--- src/rtl/mem_arbiter.sv ---
// Round-robin arbiter sharing one single-ported memory between fetch and data ports; fixed MEM_LAT access.
// Latency: grant edge -> MEM_LAT busy cycles -> one ready cycle -> idle; requesters stall until their ready pulse.
module mem_arbiter #(
    parameter int ADDR_W  = 16,
    parameter int DATA_W  = 16,
    parameter int MEM_LAT = 4
) (
    input  logic              clk,
    input  logic              rst_n,
    input  logic              i_req,
    input  logic [ADDR_W-1:0] i_addr,
    output logic              i_ready,
    output logic [DATA_W-1:0] i_rdata,
    output logic              i_stall,
    input  logic              d_req,
    input  logic              d_we,
    input  logic [ADDR_W-1:0] d_addr,
    input  logic [DATA_W-1:0] d_wdata,
    output logic              d_ready,
    output logic [DATA_W-1:0] d_rdata,
    output logic              d_stall,
    output logic              mem_en,
    output logic              mem_we,
    output logic [ADDR_W-1:0] mem_addr,
    output logic [DATA_W-1:0] mem_wdata,
    input  logic [DATA_W-1:0] mem_rdata
);

    localparam int CNT_W = $clog2(MEM_LAT + 1);
    localparam logic [CNT_W-1:0] CNT_INIT = CNT_W'(MEM_LAT - 1);

    localparam logic [1:0] S_IDLE   = 2'd0;
    localparam logic [1:0] S_BUSY_I = 2'd1;
    localparam logic [1:0] S_BUSY_D = 2'd2;
    localparam logic [1:0] S_DONE   = 2'd3;

    logic [1:0]       state;
    logic [CNT_W-1:0] cnt;
    logic             last_gnt;   // 1 = data side won the most recent tie
    logic             pick_d;

    // On a tie the side that did not win the previous tie goes first.
    always_comb begin
        pick_d = d_req && (!i_req || !last_gnt);
    end

    assign i_stall = i_req & ~i_ready;
    assign d_stall = d_req & ~d_ready;

    always_ff @(posedge clk or negedge rst_n) begin
        if (!rst_n) begin
            state     <= S_IDLE;
            cnt       <= '0;
            last_gnt  <= 1'b0;
            mem_en    <= 1'b0;
            mem_we    <= 1'b0;
            mem_addr  <= '0;
            mem_wdata <= '0;
            i_ready   <= 1'b0;
            d_ready   <= 1'b0;
            i_rdata   <= '0;
            d_rdata   <= '0;
        end else begin
            case (state)
                S_IDLE: begin
                    if (i_req || d_req) begin
                        state     <= pick_d ? S_BUSY_D : S_BUSY_I;
                        mem_en    <= 1'b1;
                        mem_we    <= pick_d & d_we;
                        mem_addr  <= pick_d ? d_addr : i_addr;
                        mem_wdata <= pick_d ? d_wdata : '0;
                        cnt       <= CNT_INIT;
                        if (i_req && d_req) begin
                            last_gnt <= pick_d;
                        end
                    end
                end
                S_BUSY_I, S_BUSY_D: begin
                    if (cnt == '0) begin
                        mem_en <= 1'b0;
                        mem_we <= 1'b0;
                        state  <= S_DONE;
                        if (state == S_BUSY_I) begin
                            i_ready <= 1'b1;
                            i_rdata <= mem_rdata;
                        end else begin
                            d_ready <= 1'b1;
                            // a write leaves the last read word visible
                            if (!mem_we) begin
                                d_rdata <= mem_rdata;
                            end
                        end
                    end else begin
                        cnt <= cnt - 1'b1;
                    end
                end
                S_DONE: begin
                    i_ready <= 1'b0;
                    d_ready <= 1'b0;
                    state   <= S_IDLE;
                end
                default: begin
                    state <= S_IDLE;
                end
            endcase
        end
    end

endmodule

--- config.mk ---
export PLATFORM = sky130hd
export DESIGN_NAME = mem_arbiter
export DESIGN_NICKNAME = d
export VERILOG_FILES = /design/src/rtl/mem_arbiter.sv
export SDC_FILE = /design/constraint.sdc
export NUM_CORES = 1
export LEC_CHECK = 0
export ABC_AREA = 1
export BUFFER_PORTS_ARGS = -buffer_cell sky130_fd_sc_hd__buf_2
export CAP_MARGIN = 25
export CORE_MARGIN = 2
export CORE_UTILIZATION = 43
export DETAILED_ROUTE_END_ITERATION = 8
export HOLD_SLACK_MARGIN = 0.12
export PLACE_DENSITY = 0.86
export SKIP_LAST_GASP = 1
export SYNTH_ARGS = -nofsm -noshare
export SYNTH_HDL_FRONTEND = slang
export SYNTH_SLANG_ARGS = --single-unit
--- constraint.sdc ---
create_clock -name clk -period 1.5 [get_ports clk]
set_input_delay 0.15 -clock clk [delete_from_list [all_inputs] [get_ports clk]]
set_output_delay 0.15 -clock clk [all_outputs]
set_load 0.02 [all_outputs]
# == Word-level counts from Yosys, hierarchy flattened ==
# Cells that the tools add are included.
# totals
regBits,74
in_bits,69
output_inout_bits,70
wordCells,67
# classes
addsub,1
eq_ne,8
n_mux,20
bitwise,7
n_reduce_logical,20
# op_table
cell,count
$mux W16,2
$reduce_and A3 Y1,6
$ne A2 B2 Y1 const B,5
$pmux W1 S2,4
$mux W1,7
$mux W2,3
$mux W3,2
$pmux W2 S3,1
$pmux W3 S2,1
$eq A2 B2 Y1 const B,2
$not A1 Y1,4
$reduce_and A2 Y1,2
$reduce_and A4 Y1,1
$reduce_bool A2 Y1,2
$and A1 B1 Y1,3
$logic_not A3 Y1,1
$sub A3 B1 Y3 const B,1
$eq A2 B1 Y1 const B,1
$logic_and A1 B1 Y1,2
$logic_not A1 Y1,2
$logic_not A2 Y1,1
$logic_or A1 B1 Y1,2
$reduce_or A2 Y1,1

# == Logic depth before layout (Yosys ltp) ==
# logic_depth
depth_word,6
ltp_mapped,9
mapped_depth_nobuf,8

# == Worst setup path before layout ==
# No wires, ideal clock.
# synth_timing
kind,flip-flop to flip-flop
startpoint,register state[0]
endpoint,register i_rdata[0]
setup_ns,0.126
arrival_ns,1.421
t_required_ns,1.374
slack_ns,-0.047
stages_incl_launch_ff,10
path_buffers,2
synth_period_minus_slack_ns,1.547
path_cell_list,dfrtp_1 > inv_1 > ha_1 > buf_4 > inv_2 > nor2_2 > nand2_2 > buf_2 > nand2_1 > o21ai_0
# synth_between
elab_chain_cells,3
word_cells_on_any_way,4
classes_between,2 x eq/ne; 2 x reduce/logical
# synth_rtl
element,line,text
start: declaration,37,logic [1:0] state;
start signal: assignment,67,state <= pick_d ? S_BUSY_D : S_BUSY_I;
$eq A2 B1 Y1 or $eq A2 B2 Y1 (tied branches),"64, 83",
$reduce_or A2 Y1,64,case (state)
$reduce_and A3 Y1 (no source line) (*),-,
end signal: assignment,85,i_rdata <= mem_rdata;
end: declaration,13,"output logic [DATA_W-1:0] i_rdata,"
# Mark *: on every way between the ends. The rest lies on a longest branch, timed or not.
# A chain may end at the register's enable or synchronous reset.

# == Worst setup path after layout ==
# layout_timing
startpoint,register cnt[0]
endpoint,register i_rdata[3]
# layout_between
elab_chain_cells,2
# layout_rtl
element,line,text
start: declaration,38,logic [CNT_W-1:0] cnt;
start signal: assignment,94,cnt <= cnt - 1'b1;
$logic_not A3 Y1,79,if (cnt == '0) begin
$reduce_and A3 Y1 (no source line),-,
# Every way passes these cells.

==> results.py <==
metrics = {
    "run_status": {
        "run_status": "complete, no violations",
    },
    "timing": {
        "grt_setup_unrepaired": "yes",
        "final-setup-viol-count": 0,
        "layout_min_cycle_time_ns": 1.43,
        "max_slew_margin_pct": 71.4,
        "finalClockSkew_ns": 0.0149,
        "achievable-frequency_ghz": 0.700,
        "post-route-period-util_pct": 95.2,
        "final_max_slew_viol_count": 0,
        "max_slew.worst_pin.slew_ns": 0.429,
        "fin_setup_tns_ns": 0,
        "layout_setup_ws_ns": 0.0719,
        "finalHoldViolCount": 0,
    },
    "critical_path": {
        "critical_path_class": "flip-flop to flip-flop",
        "reg2reg_from": "cnt[0]",
        "cp.required_ns": 1.73,
        "critical_path.max_fanout": 16,
        "arrival_ns": 1.66,
        "worst_setup_startpoint": "cnt[0]",
        "worstRegToRegCells": 8,
        "startpoint_type": "flip-flop",
        "end_kind": "flip-flop",
    },
    "cells_and_area": {
        "post_route_cells_drive_above_1_share_pct": 31.1,
        "mostFrequentLayoutCells": "165 x sky130_fd_sc_hd__nand2_1, 137 x sky130_fd_sc_hd__buf_2, 74 x sky130_fd_sc_hd__dfrtp_1, 50 x sky130_fd_sc_hd__dlygate4sd3_1, 40 x sky130_fd_sc_hd__inv_1",
        "area_growth_syn_to_layout_pct": 50.9,
        "fill_cells": 603,
        "n_antenna_cell": 0,
        "finish.net_count": 676,
        "finalCoreUtilization_pct": 65.9,
        "leading_cell_type_in_the_layout_fill_and_taps_excluded": "sky130_fd_sc_hd__nand2_1",
    },
    "logic_synthesis": {
        "yosys_warnings": 0,
        "avgSynthCellArea_sq_um": 8.27,
        "yosysSeqAreaShare_pct": 55.7,
        "mappedNetlistNets": 478,
        "netlist_area_before_placement_sq_um": 3320,
        "syn_inst": 402,
        "netlist-cell-type-count": 19,
        "number_of_register_bits_inferred_by_synthesis": 74,
    },
    "floorplanning": {
        "start_util_pct": 43.7,
        "core-area_sq_um": 7610,
        "rows": 32,
        "die-area_sq_um": 8450,
        "ios": 139,
        "die_height_um": 91.9,
        "dieWidth_um": 91.9,
    },
    "global_routing": {
        "grt.overflow.total": 0,
        "grtUsageTotal_pct": 21.8,
        "maximum_number_of_pins_on_one_net_before_global_route_repair": 45,
        "grt_pass1_wl_um": 14900,
        "antenna_found_initial": 0,
        "first_global_vias": 3324,
    },
    "placement": {
        "place_congestion": 0.890,
        "buffer_ports.inserted": 138,
        "dpl_worst_slack_ns": -0.0345,
        "hpwlAfterDp_um": 5780,
    },
    "routing": {
        "finalWirelength_um": 9650,
        "per_cell_routed_wire_length_um": 13.6,
        "drt_iter0_markers": 114,
        "drt.antenna.violating_nets": 0,
        "vias_post_dr": 3409,
        "avgViaCountPerCell": 4.82,
        "drc": 0,
        "detailedRoute.firstPassIterationCount": 5,
    },
    "cts": {
        "clk_latency_ns": 0.34,
        "cts.clk_slew.worst_paths_ns": 0.09,
        "clockBufferDepth": 2,
        "cts_inserted_buffers": 9,
        "cts_root_buffer_type": "sky130_fd_sc_hd__clkbuf_8",
        "clock_sinks": 74,
        "depth_of_the_cts_h_tree": 3,
        "cts_tree": "yes",
    },
    "hold_path": {
        "holdCritStartpoint": "d_addr[15]",
        "min_delay_path_depth": 5,
        "hold_path_class": "primary input to flip-flop",
    },
    "run": {
        "drv_cap": 0,
    },
    "power": {
        "vdd_drop_max_uv": 901,
        "power_per_cell_area_nw_per_um2": 2160,
        "static-leakage-power_nw": 2.87,
    },
}
[synth_stat cells (all sizes together)]
master,instances,area share (%)
nand3,29,4.7
dfrtp,74,56
ha,7,2.6
clkbuf,1,0.11
nand4,2,0.38
o21ai,50,7.6
inv,46,5.2
buf,15,3.0
nand2,171,20
nor2,7,0.87
[state kept, by name (all words and copies together) (netlist names)]
register and cells:
mem_we 1, state 2, i_rdata 16, mem_addr 16, mem_wdata 16, d_rdata 16
d_ready 1, cnt 3, i_ready 1, last_gnt 1, mem_en 1
[final timing paths]
| check | end | slack (ns) |
|---|---|---|
| max in group asynchronous | d_rdata[9] | 0.63 |
| setup reg to reg | i_rdata[3] | 0.07 |
| hold / removal | mem_addr[15] | 0.13 |
| min in group asynchronous | d_ready | 0.30 |
| setup / recovery | i_rdata[3] | 0.07 |
| hold reg to reg | mem_addr[1] | 0.49 |
[repair_timing]
item | CTS | global route
hold buffers | 50 | 0
setup buffers | 0 | 3
hold endpoints to repair | 94 | 0
pin swaps | 0 | 2
gates cloned | 0 | 2
endpoints found under the setup margin | 7 | 33
gates resized for setup | 5 | 9
[worst max-delay path, stage by stage (launching register included)]
cell and delay (ns):
sky130_fd_sc_hd__dfrtp_1 0.42, sky130_fd_sc_hd__inv_2 0.08, sky130_fd_sc_hd__ha_2 0.20, sky130_fd_sc_hd__nand2_2 0.09
sky130_fd_sc_hd__nor2_4 0.15, sky130_fd_sc_hd__nand2_4 0.10, sky130_fd_sc_hd__clkbuf_16 0.19, sky130_fd_sc_hd__nand2_1 0.06
sky130_fd_sc_hd__o21ai_1 0.05
[per-stage QoR]
stage,instance area (sq um),hold slack [ns],cells,power [W]
2_1_floorplan,3340,-0.146,402,0.00687
3_3_place_gp,4170,0.109,636,0.00841
3_5_place_dp,4170,0.120,636,0.00863
4_1_cts,4930,0.124,702,0.0106
5_1_grt,5020,0.156,707,0.0116
6_report,5020,0.133,707,0.0108
[cells by family after synthesis]
| family | after synthesis | share of synthesized area [%] |
|---|---|---|
| AOI/OAI and AO/OA | 50 | 7.64 |
| adders and majority gates | 7 | 2.63 |
| buffers and inverters | 62 | 8.35 |
| DFF | 74 | 55.7 |
| and+or+nand+nor | 209 | 25.7 |
[routing by layer]
metal  part of all wire [%]  vias up  track usage [%]
li1                       -     1645                -
met1                     39     1588             25.8
met2                     53      152             38.4
met3                    6.5       24             4.77
met4                    1.7        0             8.71
met5                      0        -                0
[report_power, final]
part	leakage (nW)	switching, W	internal [W]
clock network	0.117	0.000764	0.00100
logic	1.84	0.00350	0.00201
registers	0.916	0.000561	0.00298
[final cells by class]
class	count	area (sq um)	area share (%)
inverter	46	175	3.49
clock inverter	6	95.1	1.90
clock buffer	10	138	2.74
tap	102	128	2.54
multi-input combinational	266	1240	24.7
timing repair buffer	203	1390	27.7
sequential	74	1850	36.9
Power figures use the tool's default switching activity.
